**src/rtl/sobel_ci_pkg.sv**
```systemverilog
// Shared definitions for the Sobel window custom instruction: op codes,
// FSM states, result bit positions and the per-row Sobel weights.
package sobel_ci_pkg;

  localparam logic [1:0] OP_CLEAR  = 2'b00;
  localparam logic [1:0] OP_PUSH   = 2'b01;
  localparam logic [1:0] OP_READ   = 2'b10;
  localparam logic [1:0] OP_THRESH = 2'b11;

  localparam int unsigned EDGE_BIT  = 32'd31;
  localparam int unsigned VALID_BIT = 32'd30;
  localparam int unsigned ERR_BIT   = 32'd0;

  typedef enum logic [1:0] {
    ST_IDLE = 2'd0,
    ST_ROW  = 2'd1,
    ST_ACC  = 2'd2,
    ST_RESP = 2'd3
  } state_e;

  // Horizontal-gradient weight of row r: {1,2,1}.
  function automatic logic signed [2:0] wx(input logic [1:0] r);
    logic signed [2:0] w;
    case (r)
      2'd0:    w = 3'sd1;
      2'd1:    w = 3'sd2;
      2'd2:    w = 3'sd1;
      default: w = 3'sd0;
    endcase
    return w;
  endfunction

  // Vertical-gradient weight of row r: {-1,0,+1}.
  function automatic logic signed [2:0] wy(input logic [1:0] r);
    logic signed [2:0] w;
    case (r)
      2'd0:    w = -3'sd1;
      2'd1:    w = 3'sd0;
      2'd2:    w = 3'sd1;
      default: w = 3'sd0;
    endcase
    return w;
  endfunction

endpackage

```
**src/rtl/sobel_row_term.sv**
```systemverilog
// Registered first stage of a row push: weighted row contributions tx/ty
// for the current row index, captured when en_i is high.
module sobel_row_term
  import sobel_ci_pkg::*;
#(
  parameter int unsigned PIXEL_WIDTH = 32'd8
) (
  input  logic                          clock_i,
  input  logic                          reset_i,
  input  logic                          en_i,
  input  logic [PIXEL_WIDTH-1:0]        p0_i,
  input  logic [PIXEL_WIDTH-1:0]        p1_i,
  input  logic [PIXEL_WIDTH-1:0]        p2_i,
  input  logic [1:0]                    r_i,
  output logic signed [PIXEL_WIDTH+3:0] tx_o,
  output logic signed [PIXEL_WIDTH+3:0] ty_o
);

  localparam int unsigned ACC_W = PIXEL_WIDTH + 32'd4;

  logic signed [ACC_W-1:0] p0_s, p1_s, p2_s;
  logic signed [ACC_W-1:0] diff_s, sum_s;
  logic signed [2:0]       wx3_s, wy3_s;
  logic signed [ACC_W-1:0] wx_s, wy_s;
  logic signed [ACC_W-1:0] tx_d, ty_d, tx_q, ty_q;

  // Zero-extended pixels, then sign-extended weights, combined into the row terms.
  always_comb begin
    p0_s   = $signed({4'b0000, p0_i});
    p1_s   = $signed({4'b0000, p1_i});
    p2_s   = $signed({4'b0000, p2_i});
    wx3_s  = wx(r_i);
    wy3_s  = wy(r_i);
    wx_s   = {{(ACC_W-3){wx3_s[2]}}, wx3_s};
    wy_s   = {{(ACC_W-3){wy3_s[2]}}, wy3_s};
    diff_s = p2_s - p0_s;
    sum_s  = p0_s + {p1_s[ACC_W-2:0], 1'b0} + p2_s;
    tx_d   = diff_s * wx_s;
    ty_d   = sum_s * wy_s;
  end

  // Stage register for the row terms.
  always_ff @(posedge clock_i) begin
    if (reset_i) begin
      tx_q <= '0;
      ty_q <= '0;
    end else if (en_i) begin
      tx_q <= tx_d;
      ty_q <= ty_d;
    end
  end

  assign tx_o = tx_q;
  assign ty_o = ty_q;

endmodule

```
**src/rtl/sobel_window_ci.sv**
```systemverilog
// Sobel 3x3 window custom instruction: accumulates Gx/Gy row by row and
// reports |Gx|+|Gy| with a threshold edge flag. result is zero unless done.
module sobel_window_ci
  import sobel_ci_pkg::*;
#(
  parameter logic [7:0]  customId       = 8'h18,
  parameter int unsigned PIXEL_WIDTH    = 32'd8,
  parameter int unsigned THRESH_DEFAULT = 32'd256
) (
  input  logic        clock,
  input  logic        reset,
  input  logic        start,
  input  logic [7:0]  ciN,
  input  logic [31:0] valueA,
  input  logic [31:0] valueB,
  output logic        done,
  output logic [31:0] result
);

  localparam int unsigned PW    = PIXEL_WIDTH;
  localparam int unsigned ACC_W = PW + 32'd4;
  localparam int unsigned MAG_W = PW + 32'd3;

  state_e                  state_q, state_d;
  logic signed [ACC_W-1:0] gx_q, gx_d, gy_q, gy_d;
  logic signed [ACC_W-1:0] tx_s, ty_s;
  logic [1:0]              row_cnt_q, row_cnt_d;
  logic [MAG_W-1:0]        thresh_q, thresh_d;
  logic [3*PW-1:0]         pix_q, pix_d;
  logic                    done_q, done_d;
  logic [31:0]             result_q, result_d;

  logic             accept_s, full_s, row_en_s;
  logic [1:0]       op_s;
  logic [ACC_W-1:0] ax_s, ay_s;
  logic [MAG_W-1:0] mag_s;
  logic             valid_s, edge_s;
  logic [31:0]      read_res_s;
  logic             unused_bits_s;

  assign op_s          = valueB[1:0];
  assign accept_s      = start && (ciN == customId) && (state_q == ST_IDLE);
  assign full_s        = (row_cnt_q == 2'd3);
  assign row_en_s      = (state_q == ST_ROW);
  assign unused_bits_s = ^{valueB[31:2], valueA[31:3*PW]};

  sobel_row_term #(
    .PIXEL_WIDTH(PW)
  ) u_row_term (
    .clock_i (clock),
    .reset_i (reset),
    .en_i    (row_en_s),
    .p0_i    (pix_q[PW-1:0]),
    .p1_i    (pix_q[2*PW-1:PW]),
    .p2_i    (pix_q[3*PW-1:2*PW]),
    .r_i     (row_cnt_q),
    .tx_o    (tx_s),
    .ty_o    (ty_s)
  );

  // READ response; the magnitude cannot overflow MAG_W since |Gx|,|Gy| <= 4*(2^PW-1).
  always_comb begin
    ax_s       = gx_q[ACC_W-1] ? -gx_q : gx_q;
    ay_s       = gy_q[ACC_W-1] ? -gy_q : gy_q;
    mag_s      = MAG_W'(ax_s + ay_s);
    valid_s    = full_s;
    edge_s     = (mag_s >= thresh_q);
    read_res_s = 32'd0;
    if (valid_s) begin
      read_res_s[EDGE_BIT]  = edge_s;
      read_res_s[VALID_BIT] = 1'b1;
      read_res_s[MAG_W-1:0] = mag_s;
    end else begin
      read_res_s = 32'd0;
    end
  end

  // FSM next state, accumulator updates and the one-cycle response.
  always_comb begin
    state_d   = state_q;
    gx_d      = gx_q;
    gy_d      = gy_q;
    row_cnt_d = row_cnt_q;
    thresh_d  = thresh_q;
    pix_d     = pix_q;
    done_d    = 1'b0;
    result_d  = 32'd0;
    case (state_q)
      ST_IDLE: begin
        if (accept_s) begin
          case (op_s)
            OP_CLEAR: begin
              gx_d      = '0;
              gy_d      = '0;
              row_cnt_d = 2'd0;
              state_d   = ST_RESP;
              done_d    = 1'b1;
            end
            OP_PUSH: begin
              if (full_s) begin
                result_d[ERR_BIT] = 1'b1;
                state_d           = ST_RESP;
                done_d            = 1'b1;
              end else begin
                pix_d   = valueA[3*PW-1:0];
                state_d = ST_ROW;
              end
            end
            OP_READ: begin
              result_d = read_res_s;
              state_d  = ST_RESP;
              done_d   = 1'b1;
              if (valueA[0]) begin
                gx_d      = '0;
                gy_d      = '0;
                row_cnt_d = 2'd0;
              end else begin
                row_cnt_d = row_cnt_q;
              end
            end
            OP_THRESH: begin
              thresh_d = valueA[MAG_W-1:0];
              state_d  = ST_RESP;
              done_d   = 1'b1;
            end
            default: state_d = ST_IDLE;
          endcase
        end else begin
          state_d = ST_IDLE;
        end
      end
      ST_ROW: state_d = ST_ACC;
      ST_ACC: begin
        gx_d      = gx_q + tx_s;
        gy_d      = gy_q + ty_s;
        row_cnt_d = row_cnt_q + 2'd1;
        state_d   = ST_RESP;
        done_d    = 1'b1;
      end
      ST_RESP: state_d = ST_IDLE;
      default: state_d = ST_IDLE;
    endcase
  end

  // State and output registers with synchronous reset.
  always_ff @(posedge clock) begin
    if (reset) begin
      state_q   <= ST_IDLE;
      gx_q      <= '0;
      gy_q      <= '0;
      row_cnt_q <= 2'd0;
      thresh_q  <= MAG_W'(THRESH_DEFAULT);
      pix_q     <= '0;
      done_q    <= 1'b0;
      result_q  <= 32'd0;
    end else begin
      state_q   <= state_d;
      gx_q      <= gx_d;
      gy_q      <= gy_d;
      row_cnt_q <= row_cnt_d;
      thresh_q  <= thresh_d;
      pix_q     <= pix_d;
      done_q    <= done_d;
      result_q  <= result_d;
    end
  end

  assign done   = done_q;
  assign result = result_q;

endmodule

```
**config.mk**
```make
export PLATFORM = sky130hd
export DESIGN_NAME = sobel_window_ci
export DESIGN_NICKNAME = d
export VERILOG_FILES = /design/src/rtl/sobel_ci_pkg.sv /design/src/rtl/sobel_row_term.sv /design/src/rtl/sobel_window_ci.sv
export SDC_FILE = /design/constraint.sdc
export NUM_CORES = 1
export LEC_CHECK = 0
export CAP_MARGIN = 20
export CORE_MARGIN = 4
export CORE_UTILIZATION = 45
export DETAILED_ROUTE_END_ITERATION = 6
export MAX_ROUTING_LAYER = met4
export PLACE_DENSITY_LB_ADDON = 0.3
export SYNTH_ARGS = -nofsm -noshare
export SYNTH_HDL_FRONTEND = slang
export SYNTH_SLANG_ARGS = --single-unit
```
**constraint.sdc**
```tcl
create_clock -name clock -period 9.3 [get_ports clock]
set_clock_uncertainty 0.2 [all_clocks]
set_input_delay 1.86 -clock clock [delete_from_list [all_inputs] [get_ports clock]]
set_output_delay 1.86 -clock clock [all_outputs]
set_load 0.02 [all_outputs]
```
==> results.cfg <==
[critical_path]
ff2ff_path_depth = 24
endpoint_kind = flop
cp_slowest_cell = a2111oi_0
crit_buf_inv = 1
crit_start = pix_q[1]$_SDFFE_PP0P_
cp_common_cell = ha_1
crit_arrival_ns = 6.16
reg2reg_from = pix_q[1]$_SDFFE_PP0P_
path_max_fanout = 5
worstSetupStartpointType = flop
worstPathRequired_ns = 9.35
criticalPathCategory = flop to flop
path_depth = 24
crit_path_cell_trace = ha_1 -> inv_1 -> fa_1 -> nor2b_1 -> o31a_1 -> o21a_1 -> nor2_1 -> xnor2_1 -> ha_1 -> or3_1 -> o22ai_1 -> a31oi_1 -> xnor2_1 -> nor2b_1 -> fa_1 -> ha_1 -> ha_1 -> and3_1 -> a2111oi_0 -> a21oi_1 -> xnor2_1 -> nor3_1 -> o31ai_1 -> nand3_1
crit_family = adder cells
critPathMaxStageDelay_ns = 0.66

[pwr]
power_frac_clock_pct = 44.9
internal-power_w = 0.000647
comb_power_share_pct = 4.6
power.density_nw_per_um2 = 93.1
ir_drop_mv = 0.0874
p_total_w = 0.000856
switchingPower_w = 0.000210
seqPwrFrac_pct = 50.5
p_leak_nw = 3.95
swShare_pct = 24.5

[die]
die_h_um = 144
initial_core_util_pct = 46.1
io_pins = 108
die_w_um = 144
rows = 49
die_area_um2 = 20700
core_um2 = 18000

[timing]
rsz0062_at_grt = no
finalHoldViolCount = 0
slew_viol_final = 0
clock.fmax_mhz = 164
fin_tns_setup_ns = 0
slew_headroom_pct = 34.6
period_needed_ns = 6.12
period_share_pct = 65.8
finalSetupViolCount = 0
tightestPinTransition_ns = 0.982

[placement]
port_buffers = 50
routabilityCongestion = 0.879
post-place-cells = 1266
dp_hpwl_mm = 13.9
dpl_cell_area_um2 = 8890

[grt]
top_usage_layer = met2
overflow = 0
antenna_found_initial = 0
grt_pass1_vias = 6361
grt_max_degree = 96
grt_pass1_wl_mm = 29.9
track_usage_pct = 18.2
grt_util_met2_pct = 31.5
grt_use_met1_pct = 22.6
gr-usage-met3_pct = 3.09

[layout]
nets = 1256
layout.cells.non_filler = 1282
stdcell_area_um2 = 9200
final_cell_mix = ha_1 (115), nand2_1 (113), dfxtp_1 (101)
final_common_cell = ha_1
area_growth_pct = 10.8
n_antenna_cell = 0
drive_above_1_share_pct = 2.94

[cts]
cts-hold-fix-buffers = 0
root_buffer = clkbuf_16
cts_max_level = 3
cts_resized = 0
clock-sinks = 101
cts_buffer_depth = 2
cts_tree = done
cts_made_buffers = 9
insertion_delay_ns = 0.36
clk_pin_slew_worst_paths_ns = 0.08
post_cts_buffers = 0

[hold_path]
hold-path-cell-count = 2
hold_start = thresh_q[4]$_SDFFE_PP0P_
worstHoldPathType = flop to flop

[yosys]
synth_area_um2 = 8300
synth_cells = 1019
synth_edf_count = 0
async_flop_share_pct = 0
ys_warn_count = 0
synth_ff_type = dfxtp_1
synth_cell_type_count = 64
avgSynthCellArea_um2 = 8.15
synth_seq_area_share_pct = 24.4
synth-seq-cells = 101

[status]
status = finished clean

[route]
first_pass_iters = 5
wl_per_cell_um = 13.8
ant_nets = 0
drt_iter0_drc = 346
routed_wirelength_mm = 17.7
drc_errors = 0
vias = 6709
viasPerCell = 5.23

[job]
cap_violations = 0
==> per-stage QoR <==
stage / hold WS [ns] / worst slack, ns / util, %
after global placement: 0.245 / 3.16 / 49.3
final: 0.260 / 3.18 / 51.0
after CTS: 0.260 / 3.15 / 51.0
after global routing: 0.276 / 2.71 / 51.0
after floorplan: 0.235 / 3.81 / -
after detailed placement: 0.250 / 3.18 / 49.3
==> flip-flops by register name, indices dropped and copies added, names as in the netlist <==
name	flops
pix_q	24
result	13
gx_q	12
gy_q	12
u_row_term.tx_o	12
u_row_term.ty_o	12
thresh_q	11
row_cnt_q	2
state_q	2
done	1
==> worst reg2reg max path: stages (launching register included) <==
cell,delay (ns)
dfxtp_1,0.35
ha_1,0.22
inv_1,0.07
fa_1,0.40
nor2b_1,0.16
o31a_1,0.23
o21a_1,0.13
nor2_1,0.04
xnor2_1,0.14
ha_1,0.22
or3_1,0.41
o22ai_1,0.14
a31oi_1,0.11
xnor2_1,0.29
nor2b_1,0.20
fa_1,0.43
ha_1,0.31
ha_1,0.36
and3_1,0.16
a2111oi_0,0.66
a21oi_1,0.20
xnor2_1,0.29
nor3_1,0.08
o31ai_1,0.11
nand3_1,0.10
==> Yosys cell counts (all sizes together), types with 18 or more instances <==
cell / instances / area, um2
ha: 115 / 1440
nand2: 113 / 424
dfxtp: 101 / 2020
a21oi: 94 / 478
nor2: 70 / 263
inv: 59 / 221
xnor2: 58 / 508
nand3: 39 / 195
o21ai: 35 / 175
nor2b: 31 / 194
clkbuf: 29 / 109
buf: 24 / 174
and2: 22 / 138
a21o: 18 / 135
fa: 18 / 360
nor3: 18 / 90.1
==> cell families (layout without fill, tap and decap cells) <==
| logic type | Yosys count | after routing | synth area share [%] |
|---|---|---|---|
| other | 1 | 19 | 0.0452 |
| XOR/XNOR | 74 | 74 | 7.81 |
| AO/OA/AOI/OAI | 225 | 225 | 16.8 |
| adder cells (fa/ha/maj) | 133 | 133 | 21.7 |
| AND/OR/NAND/NOR | 355 | 355 | 21.1 |
| multiplexers | 18 | 18 | 2.19 |
| flip-flops | 101 | 101 | 24.4 |
| buffers and inverters | 112 | 128 | 6.07 |
==> metal layers <==
metal | vias up | share of wire, % | wire, um
met1 | 3090 | 48 | 8520
li1 | 3554 | - | -
met2 | 61 | 49 | 8670
met5 | - | 0 | 0
met3 | 4 | 2.3 | 403
met4 | 0 | 0.51 | 90
==> final timing paths <==
check	to	slack (ns)
worst max-delay path	u_row_term.ty_o[11]$_SDFFE_PP0N_	3.18
worst min-delay path	thresh_q[4]$_SDFFE_PP0P_	0.26
worst max register to register	u_row_term.ty_o[11]$_SDFFE_PP0N_	3.18
worst min register to register	thresh_q[4]$_SDFFE_PP0P_	0.26
==> power by group through the flow <==
stage | clock network, W | logic, W | registers [W]
2_1_floorplan | 0 | 0.0000255 | 0.000442
3_5_place_dp | 0 | 0.0000393 | 0.000442
3_3_place_gp | 0 | 0.0000391 | 0.000442
5_1_grt | 0.000411 | 0.0000427 | 0.000432
4_1_cts | 0.000392 | 0.0000394 | 0.000432
6_report | 0.000385 | 0.0000395 | 0.000432
==> area by class of cell <==
| class | count | area (um2) |
|---|---|---|
| inverters | 59 | 221 |
| clock inverters | 6 | 65.1 |
| fillers | 1797 | 8830 |
| well taps | 229 | 287 |
| flip-flops and latches | 101 | 2020 |
| repair buffers | 53 | 518 |
| multi-input cells | 824 | 5840 |
| clock buffers | 10 | 239 |
(Power assumes the default switching activity.)
